[config.mk]
export PLATFORM = sky130hd
export DESIGN_NAME = mmio_uart_tx
export DESIGN_NICKNAME = d
export VERILOG_FILES = /design/src/rtl/mmio_uart_tx.sv
export SDC_FILE = /design/constraint.sdc
export NUM_CORES = 1
export LEC_CHECK = 0
export BUFFER_PORTS_ARGS = -buffer_cell sky130_fd_sc_hd__buf_2
export CORE_AREA = 5 5 119 144
export DETAILED_ROUTE_END_ITERATION = 10
export DIE_AREA = 0 0 124 149
export PLACE_DENSITY = 0.44
export SETUP_SLACK_MARGIN = 0.1
export SLEW_MARGIN = 40
export SYNTH_ARGS = -nofsm -noshare
export SYNTH_HDL_FRONTEND = slang
export SYNTH_SLANG_ARGS = --single-unit
[constraint.sdc]
create_clock -name clk -period 3.6 [get_ports clk]
set_input_delay 0.72 -clock clk [delete_from_list [all_inputs] [get_ports clk]]
set_output_delay 0.72 -clock clk [all_outputs]
set_load 0.01 [all_outputs]
[src/rtl/mmio_uart_tx.sv]
// mmio_uart_tx: memory-mapped 8N1 UART transmitter with a small byte FIFO (DATA at BASE, STATUS at BASE+4).
// Define UART_TX_PARITY_EN to insert an even-parity bit between the data bits and the stop bit.
module mmio_uart_tx #(
  parameter logic [31:0] BASE         = 32'hFFFF_0000,
  parameter int          CLKS_PER_BIT = 16,
  parameter int          DEPTH        = 8
) (
  input  logic        clk,
  input  logic        reset,
  input  logic        memwrite,
  input  logic [31:0] dataadr,
  input  logic [31:0] writedata,
  output logic        hit,
  output logic [31:0] readdata,
  output logic        tx,
  output logic        busy
);
  localparam int AW = $clog2(DEPTH);
  localparam int CW = $clog2(CLKS_PER_BIT);
  localparam logic [CW-1:0] BIT_LAST   = CW'(CLKS_PER_BIT - 1);
  localparam logic [31:0]   STATUS_ADR = BASE + 32'd4;

  typedef enum logic [2:0] {S_IDLE, S_START, S_DATA, S_PARITY, S_STOP} state_t;

`ifdef UART_TX_PARITY_EN
  localparam state_t AFTER_DATA = S_PARITY;
  localparam logic   PAR_EN     = 1'b1;
`else
  localparam state_t AFTER_DATA = S_STOP;
  localparam logic   PAR_EN     = 1'b0;
`endif

  function automatic logic even_parity(input logic [7:0] b);
    even_parity = ^b;
  endfunction

  state_t        state_r, state_s;
  logic [CW-1:0] cnt_r;
  logic [2:0]    idx_r, idx_s;
  logic [7:0]    shift_r, shift_s;
  logic          par_r, par_s;
  logic          tx_r, tx_s;
  logic [AW:0]   wr_ptr_r, rd_ptr_r, count_s;
  logic [7:0]    mem_r [DEPTH];
  logic          ovf_r;
  logic          data_hit_s, status_hit_s, full_s, empty_s, tick_s;
  logic          push_s, drop_s, ovf_clr_s, pop_s, load_s;
  logic [7:0]    pop_data_s;
  logic [31:0]   status_s;

  assign hit          = (dataadr[31:3] == BASE[31:3]);
  assign data_hit_s   = (dataadr[31:2] == BASE[31:2]);
  assign status_hit_s = (dataadr[31:2] == STATUS_ADR[31:2]);
  assign count_s      = wr_ptr_r - rd_ptr_r;
  assign full_s       = (count_s == (AW+1)'(DEPTH));
  assign empty_s      = (count_s == {(AW+1){1'b0}});
  assign tick_s       = (cnt_r == {CW{1'b0}});
  // Full is judged on the pre-edge count, so a same-cycle pop never rescues a push.
  assign push_s       = memwrite & data_hit_s & ~full_s;
  assign drop_s       = memwrite & data_hit_s & full_s;
  assign ovf_clr_s    = memwrite & status_hit_s & writedata[3];
  assign pop_data_s   = mem_r[rd_ptr_r[AW-1:0]];
  assign tx           = tx_r;
  assign busy         = (state_r != S_IDLE) | ~empty_s;
  assign readdata     = status_hit_s ? status_s : 32'd0;

  // Frame sequencing: next state, shift/parity capture, FIFO pop and next tx level.
  always_comb begin
    state_s = state_r;
    idx_s   = idx_r;
    shift_s = shift_r;
    par_s   = par_r;
    pop_s   = 1'b0;
    load_s  = 1'b0;
    case (state_r)
      S_IDLE: begin
        if (!empty_s) begin
          pop_s   = 1'b1;
          load_s  = 1'b1;
          shift_s = pop_data_s;
          par_s   = even_parity(pop_data_s);
          state_s = S_START;
        end else begin
          state_s = S_IDLE;
        end
      end
      S_START: begin
        if (tick_s) begin
          load_s  = 1'b1;
          idx_s   = 3'd0;
          state_s = S_DATA;
        end else begin
          state_s = S_START;
        end
      end
      S_DATA: begin
        if (tick_s) begin
          load_s  = 1'b1;
          shift_s = {1'b0, shift_r[7:1]};
          idx_s   = idx_r + 3'd1;
          if (idx_r == 3'd7) state_s = AFTER_DATA;
          else               state_s = S_DATA;
        end else begin
          state_s = S_DATA;
        end
      end
      S_PARITY: begin
        if (tick_s) begin
          load_s  = 1'b1;
          state_s = S_STOP;
        end else begin
          state_s = S_PARITY;
        end
      end
      S_STOP: begin
        if (tick_s) begin
          load_s = 1'b1;
          if (!empty_s) begin
            pop_s   = 1'b1;
            shift_s = pop_data_s;
            par_s   = even_parity(pop_data_s);
            state_s = S_START;
          end else begin
            state_s = S_IDLE;
          end
        end else begin
          state_s = S_STOP;
        end
      end
      default: state_s = S_IDLE;
    endcase
    case (state_s)
      S_START:  tx_s = 1'b0;
      S_DATA:   tx_s = shift_s[0];
      S_PARITY: tx_s = par_s;
      default:  tx_s = 1'b1;
    endcase
  end

  // FSM, bit timer and registered tx line.
  always_ff @(posedge clk or posedge reset) begin
    if (reset) begin
      state_r <= S_IDLE;
      cnt_r   <= {CW{1'b0}};
      idx_r   <= 3'd0;
      shift_r <= 8'd0;
      par_r   <= 1'b0;
      tx_r    <= 1'b1;
    end else begin
      state_r <= state_s;
      idx_r   <= idx_s;
      shift_r <= shift_s;
      par_r   <= par_s;
      tx_r    <= tx_s;
      if (load_s)       cnt_r <= BIT_LAST;
      else if (!tick_s) cnt_r <= cnt_r - CW'(1);
      else              cnt_r <= cnt_r;
    end
  end

  // FIFO storage; contents need no reset because the pointers define validity.
  always_ff @(posedge clk) begin
    if (push_s) mem_r[wr_ptr_r[AW-1:0]] <= writedata[7:0];
  end

  // FIFO pointers and sticky overflow flag.
  always_ff @(posedge clk or posedge reset) begin
    if (reset) begin
      wr_ptr_r <= {(AW+1){1'b0}};
      rd_ptr_r <= {(AW+1){1'b0}};
      ovf_r    <= 1'b0;
    end else begin
      if (push_s) wr_ptr_r <= wr_ptr_r + (AW+1)'(1);
      if (pop_s)  rd_ptr_r <= rd_ptr_r + (AW+1)'(1);
      if (drop_s)         ovf_r <= 1'b1;
      else if (ovf_clr_s) ovf_r <= 1'b0;
    end
  end

  // STATUS word assembly.
  always_comb begin
    status_s           = 32'd0;
    status_s[0]        = (state_r != S_IDLE);
    status_s[1]        = full_s;
    status_s[2]        = empty_s;
    status_s[3]        = ovf_r;
    status_s[4]        = PAR_EN;
    status_s[8 +: AW+1] = count_s;
  end
endmodule

# Word-level counts from Yosys, hierarchy flattened

Memory sizes are Yosys's and may differ from the RTL's.
Index checks and enable logic that the tools add are counted.

Output and inout bits: 35
Memory bits (writable): 64
Bits in registers: 29
Input bits: 67
Memories: 1
Logic and storage cells: 81

$add $sub $neg: 5
Equal/unequal tests: 16
Bitwise operators: 8
Reductions and logical operators: 11
Mux-type cells: 30

Memories:

| memory | words | width | read ports | clocked after memory_dff | write ports | line | RTL |
|---|---|---|---|---|---|---|---|
| mem_r  | 8     | 8     | 1          | 0                        | 1           | 44   | `logic [7:0] mem_r [DEPTH];` |

Operators by type and width:

| kind                                                 | number |
|---|---|
| equality test 30 bit (second input constant)         | 2 |
| equality test 29 bit (second input constant)         | 1 |
| 2-to-1 mux 8 bit                                     | 3 |
| one-hot mux 8 bit (3 select lines)                   | 1 |
| 2-to-1 mux 3 bit                                     | 6 |
| one-hot mux 3 bit (5 select lines)                   | 1 |
| equality test 3 x 2 -> 1 bit (second input constant) | 4 |
| 2-to-1 mux 12 bit                                    | 1 |
| 2-to-1 mux 1 bit                                     | 10 |
| adder 4 x 1 -> 4 bit (second input constant)         | 2 |
| zero test 4 bit                                      | 2 |
| 2-to-1 mux 4 bit                                     | 2 |
| XOR reduction 8 bit                                  | 1 |
| equality test 3 x 1 -> 1 bit (second input constant) | 2 |
| equality test 3 bit (second input constant)          | 2 |
| inequality test 2 bit (second input constant)        | 3 |
| one-hot mux 1 bit (2 select lines)                   | 3 |
| one-hot mux 3 bit (2 select lines)                   | 1 |
| AND reduction 3 bit                                  | 2 |
| nonzero test 3 bit                                   | 2 |
| AND 1 bit                                            | 5 |
| equality test 4 bit (second input constant)          | 1 |
| nonzero test 2 bit                                   | 2 |
| OR reduction 4 bit                                   | 1 |
| 9 further kinds                                      | 10 |

# Longest topological paths before layout

Gate-level depths: netlist of run 1.

Word-level depth: 7
Depth in mapped cells: 11
Mapped depth without buffers: 10

# Worst setup path after synthesis of run 1

No wires, ideal clock.

Path type: input port to flip-flop
From: in dataadr[13]
To: mem mem_r[0][0], enable pin
Arrival time: 2877 ps
Library setup time: 383 ps
Buffers on the path: 0
Stages: 6
Path slack: 340 ps
Data required time: 3217 ps
Cells stage by stage: nor4_1 nand4_1 nor4_4 nand2_2 or4_1 nor3_1

Cells in the longest elaborated chain, start to end: 5

Ends and longest elaborated chain:

| what                                   | line | RTL |
|---|---|---|
| start: declaration                     | 11   | `input logic [31:0] dataadr,` |
| equality test 30 bit                   | 52   | `assign data_hit_s = (dataadr[31:2] == BASE[31:2]);` |
| AND 1 bit (2 in series)                | 59   | `assign push_s = memwrite & data_hit_s & ~full_s;` |
| 2-to-1 mux 1 bit                       | 163  | `if (push_s) mem_r[wr_ptr_r[AW-1:0]] <= writedata[7:0];` |
| 2-to-1 mux 1 bit (implied by the code) | 163  |  |
| end: declaration                       | 44   |  |

Every way passes these cells.

# Worst setup path in the final report of run 1

From: reg wr_ptr_r[0]
To: out busy

Cells in the longest elaborated chain, start to end: 4

Ends and longest elaborated chain:

| what                     | line | RTL |
|---|---|---|
| start: declaration       | 43   | `logic [AW:0] wr_ptr_r, rd_ptr_r, count_s;` |
| start signal: assignment | 169  | `wr_ptr_r <= {(AW+1){1'b0}};` |
| start signal: assignment | 173  | `if (push_s) wr_ptr_r <= wr_ptr_r + (AW+1)'(1);` |
| subtractor 4 bit         | 54   | `assign count_s = wr_ptr_r - rd_ptr_r;` |
| zero test 4 bit          | 56   | `assign empty_s = (count_s == {(AW+1){1'b0}});` |
| NOT 1 bit                | 64   | `assign busy = (state_r != S_IDLE) \| ~empty_s;` |
| OR 1 bit                 | 64   |  |
| end: declaration         | 16   | `output logic busy` |

Every way passes these cells.

==> out/metrics.cfg, run 1 <==
[logic_synthesis]
synth_edf_count=64
ys_ff_latch=93
synth_top_cell_area_share_pct=43.3
yosysTopAreaCell=edfxtp_1
yosys_warnings=0
syn_area_um2=4440
yosysSeqAreaShare_pct=59.7
synth_cell_types=55
avgSynthCellArea_um2=13.7
async_flop_share_pct=31.2
yosys_most_used_dff=edfxtp_1
ys_top_cells_by_area=edfxtp_1, dfrtp_1, mux4_2
synth_commonest_cells=edfxtp_1, dfrtp_1, nand2_1, buf_4, nor2_1
yosysMostFrequentCell=edfxtp_1
synth_cells=323

[timing]
fin_crit_ns=3.23
hold_viol=0
rsz0062_at_grt=false
worst_slew_pin_slew_ns=0.698
setup_viol=0
whs_ns=0.455
report.final.slew_viol_count=0
setup_tns_ns=0
fmax_mhz=309
finalCritPeriodShare_pct=89.8
worst_slack_ns=0.369
fin_worst_skew_ns=0.00696
max_slew_margin_pct=53.1

[worst_setup_path]
crit_arrival_ns=2.51
start_kind=register
end_kind=primary output
required_ns=2.88
rr_worst_depth=11
critical_path_class=reg2out
cp_max_fo=8
r2r-end=shift_r[3]
regToRegStartpoint=wr_ptr_r[0]
r2r_setup_slack_ns=0.72

[placement]
place.gp.congestion=0.729
dp_cells=584
place_ws_ns=0.429
dp_hpwl_um=6500
place_area_um2=4900
portBuffers=51

[global_routing]
grt_pass1_wl_um=14700
gr-total-overflow=0
grt_max_degree=30
grt_util_all_layers_pct=10.7
antenna_found_initial=0
grt_pass1_vias=2691

[detailed_routing]
firstDrtPassIters=4
routed.top_layer=met4
drt_iter0_drc=148
routed_wl_um=9280
antenna_left=0
route.detailed.drc=0
vias=2656
via_per_inst=4.43
wl_met3_um=378
wl_met1_um=4090
wl_met2_um=4620
wire_per_inst_um=15.5

[die]
die_area_um2=18500
std_cell_rows=50
die_x_um=124
io_pins=102
core_um2=15500
die_y_um=149
start_util_pct=28.7

[power]
irDropWorstVdd_mv=0.278
power_frac_clock_pct=40.3
p_sw_mw=0.554
p_sw_share_pct=23.1
power_mw=2.40
p_comb_share_pct=7.1
seqPwrFrac_pct=52.5
intPower_mw=1.85
power_leakage_nw=2.04
power_per_cell_area_nw_per_um2=462

[cells_and_area]
antenna_cells=0
fill_cells=1545
final_util_pct=33.7
stdcell_area_um2=5210
final_nets=463
post_route_cells_drive_above_1_share_pct=27.3
layout.cells.non_filler=600
syn_to_final_growth_pct=17.3

[worst_hold_path]
hp-class=in2async

[clock_network]
ctsHoldBuffers=0
clkLatencyLatePin_ns=0.34
ctsHtreeMaxLevel=3
clk_path_buf_depth=2
cts_buffers=9
clock-sinks=93
cts_root_buffer=clkbuf_16
post_cts_buffers=0
cts_tree=built
clk_pin_slew_ns=0.07
cts-resized-gates=0

[job]
cap_violations=0

[run_status]
status=completed

[cells by family after synthesis]
kind of cell	Yosys count	share of synthesized area, %
AO/OA/AOI/OAI	41	6.34
XOR/XNOR	16	3.33
adder cells (fa/ha/maj)	9	2.71
buffers and inverters	44	6.06
flip-flops	93	59.7
multiplexers	26	10.4
other	1	0.0845
AND/OR/NAND/NOR	93	11.4
[cell usage in the layout (no fill, tap or decap), types with 4 or more instances in the layout]
| cell type | instances |
|---|---|
| buf_2 | 51 |
| nor3_1 | 9 |
| nor2_1 | 22 |
| ha_1 | 8 |
| nand4_1 | 5 |
| nand2_1 | 26 |
| o21ai_0 | 15 |
| mux2i_1 | 8 |
| conb_1 | 24 |
| edfxtp_1 | 64 |
| nand2b_1 | 5 |
| buf_4 | 12 |
| a21oi_1 | 4 |
| mux4_2 | 16 |
| a221o_1 | 7 |
| dfrtp_1 | 28 |
| clkbuf_16 | 9 |
| inv_1 | 10 |
| xnor2_1 | 14 |
[per-layer routing]
layer  global-route usage [%]  vias to the layer above
li1                         -                     1284
met3                     2.05                       10
met4                     4.93                        0
met2                     18.0                       58
met5                        0                        -
met1                     13.3                     1304
[critical path: stages (launching register included)]
cell	delay [ns]
dfrtp_1	0.40
inv_1	0.13
ha_1	0.18
inv_1	0.05
fa_1	0.37
xnor2_1	0.22
nand3b_1	0.17
nor3b_2	0.25
buf_4	0.19
nand2_1	0.05
buf_2	0.14
[layout make-up]
class,instances,area (um2),share of cell area (%)
flip-flops and latches,93,2650,50.9
clock buffers,9,225,4.32
repair buffers,63,345,6.63
inverters,11,41.3,0.793
well taps,208,260,5.00
multi-input cells,209,1610,30.9
clock inverters,7,80.1,1.54
[registers in the layout, summed over array words and instances, names as in the netlist]
signal    flops
wr_ptr_r      4
mem_r        64
cnt_r         4
state_r       3
ovf_r         1
idx_r         3
shift_r       8
par_r         1
tx            1
rd_ptr_r      4
[worst max path at each step]
stage / endpoint / slack [ns] / cells past startpoint / startpoint
2_1_floorplan: mem_r[0][0] / 0.34 / 6 / dataadr[13]
3_3_place_gp: mem_r[7][5] / 0.44 / 7 / dataadr[9]
3_5_place_dp: mem_r[7][5] / 0.43 / 7 / dataadr[13]
4_1_cts: busy / 0.32 / 10 / wr_ptr_r[0]
5_1_grt: busy / 0.11 / 10 / wr_ptr_r[0]
6_report: busy / 0.37 / 10 / wr_ptr_r[0]
[power groups by stage]
| stage | Combinational (mW) | Clock [mW] | Sequential, mW |
|---|---|---|---|
| global route | 0.199 | 1.04 | 1.27 |
| floorplan | 0.138 | 0 | 1.27 |
| finish | 0.172 | 0.970 | 1.26 |
| CTS | 0.175 | 1.01 | 1.26 |
| global placement | 0.170 | 0 | 1.28 |
| detailed placement | 0.175 | 0 | 1.29 |
Power figures use the tool's default switching activity.
==> inputs of run 2 (changes only) <==
--- a/config.mk
+++ b/config.mk
@@ -6,10 +6,10 @@
 export NUM_CORES = 1
 export LEC_CHECK = 0
 export BUFFER_PORTS_ARGS = -buffer_cell sky130_fd_sc_hd__buf_2
-export CORE_AREA = 5 5 119 144
+export CORE_AREA = 3 3 117 142
 export DETAILED_ROUTE_END_ITERATION = 10
-export DIE_AREA = 0 0 124 149
-export PLACE_DENSITY = 0.44
+export DIE_AREA = 0 0 120 145
+export PLACE_DENSITY = 0.57
 export SETUP_SLACK_MARGIN = 0.1
 export SLEW_MARGIN = 40
 export SYNTH_ARGS = -nofsm -noshare
==> run 2 against run 1 <==
Clock skew up 0.0033 ns. Final cell count decreased by 0.17%. Register-to-register slack improved by 0.10 ns. Die area is 5.8% lower. First-iteration DRC count fell by 33%. Largest power group unchanged. Design area about the same. Highest routed layer unchanged. Global-route usage shrank 0.12 points.
==> out/metrics.cfg, run 2 (same netlist as run 1, synthesis figures left out) <==
[run_status]
status=completed

[clock_network]
cts_buffers=9  ; unchanged
cts_tree=built
clock-sinks=93  ; unchanged
clk_path_buf_depth=2  ; unchanged
cts_root_buffer=clkbuf_16
ctsHtreeMaxLevel=3  ; unchanged
clkLatencyLatePin_ns=0.34  ; about the same
clk_pin_slew_ns=0.07  ; about the same
cts-resized-gates=0  ; unchanged
post_cts_buffers=0  ; unchanged
ctsHoldBuffers=0  ; unchanged

[timing]
fmax_mhz=312  ; +0.77%
setup_viol=0  ; unchanged
whs_ns=0.449  ; -0.00591 ns
hold_viol=0  ; unchanged
rsz0062_at_grt=false
setup_tns_ns=0  ; unchanged
max_slew_margin_pct=47.3  ; -5.8 points
finalCritPeriodShare_pct=89.1  ; -0.69 points
worst_slew_pin_slew_ns=0.785  ; +0.0870 ns
report.final.slew_viol_count=0  ; unchanged
fin_crit_ns=3.21  ; -0.0248 ns
fin_worst_skew_ns=0.0103  ; +0.00330 ns

[worst_setup_path]
crit_arrival_ns=2.49  ; -0.02 ns
cp_max_fo=9  ; +1
start_kind=register
r2r_setup_slack_ns=0.82  ; +0.10 ns
end_kind=primary output
required_ns=2.88  ; about the same
critical_path_class=reg2out

[detailed_routing]
route.detailed.drc=0  ; unchanged
via_per_inst=4.45  ; +0.51%
antenna_left=0  ; unchanged
routed_wl_um=8880  ; -4.3%
wire_per_inst_um=14.8  ; -4.2%
vias=2665  ; +0.34%
firstDrtPassIters=4  ; unchanged
drt_iter0_drc=99  ; -33%

[die]
die_area_um2=17400  ; -5.8%
std_cell_rows=50  ; unchanged
die_y_um=145  ; -2.7%
core_um2=15500  ; unchanged
start_util_pct=28.7  ; unchanged
io_pins=102  ; unchanged
die_x_um=120  ; -3.2%

[global_routing]
antenna_found_initial=0  ; unchanged
grt_pass1_vias=2794  ; +3.8%
gr-total-overflow=0  ; unchanged
grt_util_all_layers_pct=10.6  ; -0.12 points
grt_pass1_wl_um=14500  ; -1.1%
grt_max_degree=30  ; unchanged

[worst_hold_path]
hp-class=in2async

[cells_and_area]
layout_common_cells=edfxtp_1, buf_2, dfrtp_1
post_route_cells_drive_above_1_share_pct=27.4  ; +0.070 points
final_nets=462  ; -0.22%
syn_to_final_growth_pct=17.4  ; about the same
final_common_cell=edfxtp_1
final_util_pct=33.7  ; about the same
largest_register_ffs=64  ; unchanged
antenna_cells=0  ; unchanged

[power]
power_mw=2.42  ; +0.84%
power_leakage_nw=2.04  ; -0.17%
power_per_cell_area_nw_per_um2=465  ; +0.81%
irDropWorstVdd_mv=0.380  ; +36%

[placement]
place.gp.congestion=0.752  ; +3.3%
portBuffers=51  ; unchanged
dp_hpwl_um=6420  ; -1.2%

[job]
cap_violations=0  ; unchanged

run 2: final timing paths:
check                              end   startpoint  cells past startpoint
max                        readdata[2]  wr_ptr_r[0]                     10
min                              ovf_r        reset                      3
max reg2reg                mem_r[0][4]  rd_ptr_r[1]                      9
min reg2reg                      par_r        par_r                      2
max in group asynchronous           tx        reset                      3
min in group clk                 par_r        par_r                      2
run 2: routing by layer:
layer / vias to the layer above / routed length (um) / GRT usage (%)
li1: 1287 / - / -
met1: 1315 / 3680 / 12.4
met2: 55 / 4840 / 19.3
met3: 8 / 266 / 2.11
met4: 0 / 89 / 3.50
met5: - / 0 / 0
run 2: area by class of cell:
type                       count  area (um2)
fill                        1511       10200
sequential                    93        2650
multi-input combinational    209        1610
timing repair buffer          62         338
tap                          208         260
clock buffer                   9         225
clock inverter                 7        88.8
inverter                      11        41.3
run 2: where the power goes:
| group | internal, mW | switching (mW) |
|---|---|---|
| clock | 0.557 | 0.430 |
| combinational | 0.0874 | 0.0860 |
| sequential | 1.21 | 0.0494 |
run 2: critical path: stages, from the launching register on:
cell	delay, ns
dfrtp_1	0.40
inv_1	0.12
ha_1	0.18
inv_1	0.05
fa_1	0.37
xnor2_1	0.20
nand3b_1	0.16
nor3b_2	0.20
buf_4	0.19
and3_1	0.16
buf_2	0.12
run 2: per-stage QoR:
stage	worst slack [ns]	area [um2]	instances
after floorplan	0.340	4530	346
after global placement	0.465	4900	583
after detailed placement	0.418	4900	583
after CTS	0.371	5210	599
after global routing	0.219	5210	599
final	0.393	5210	599
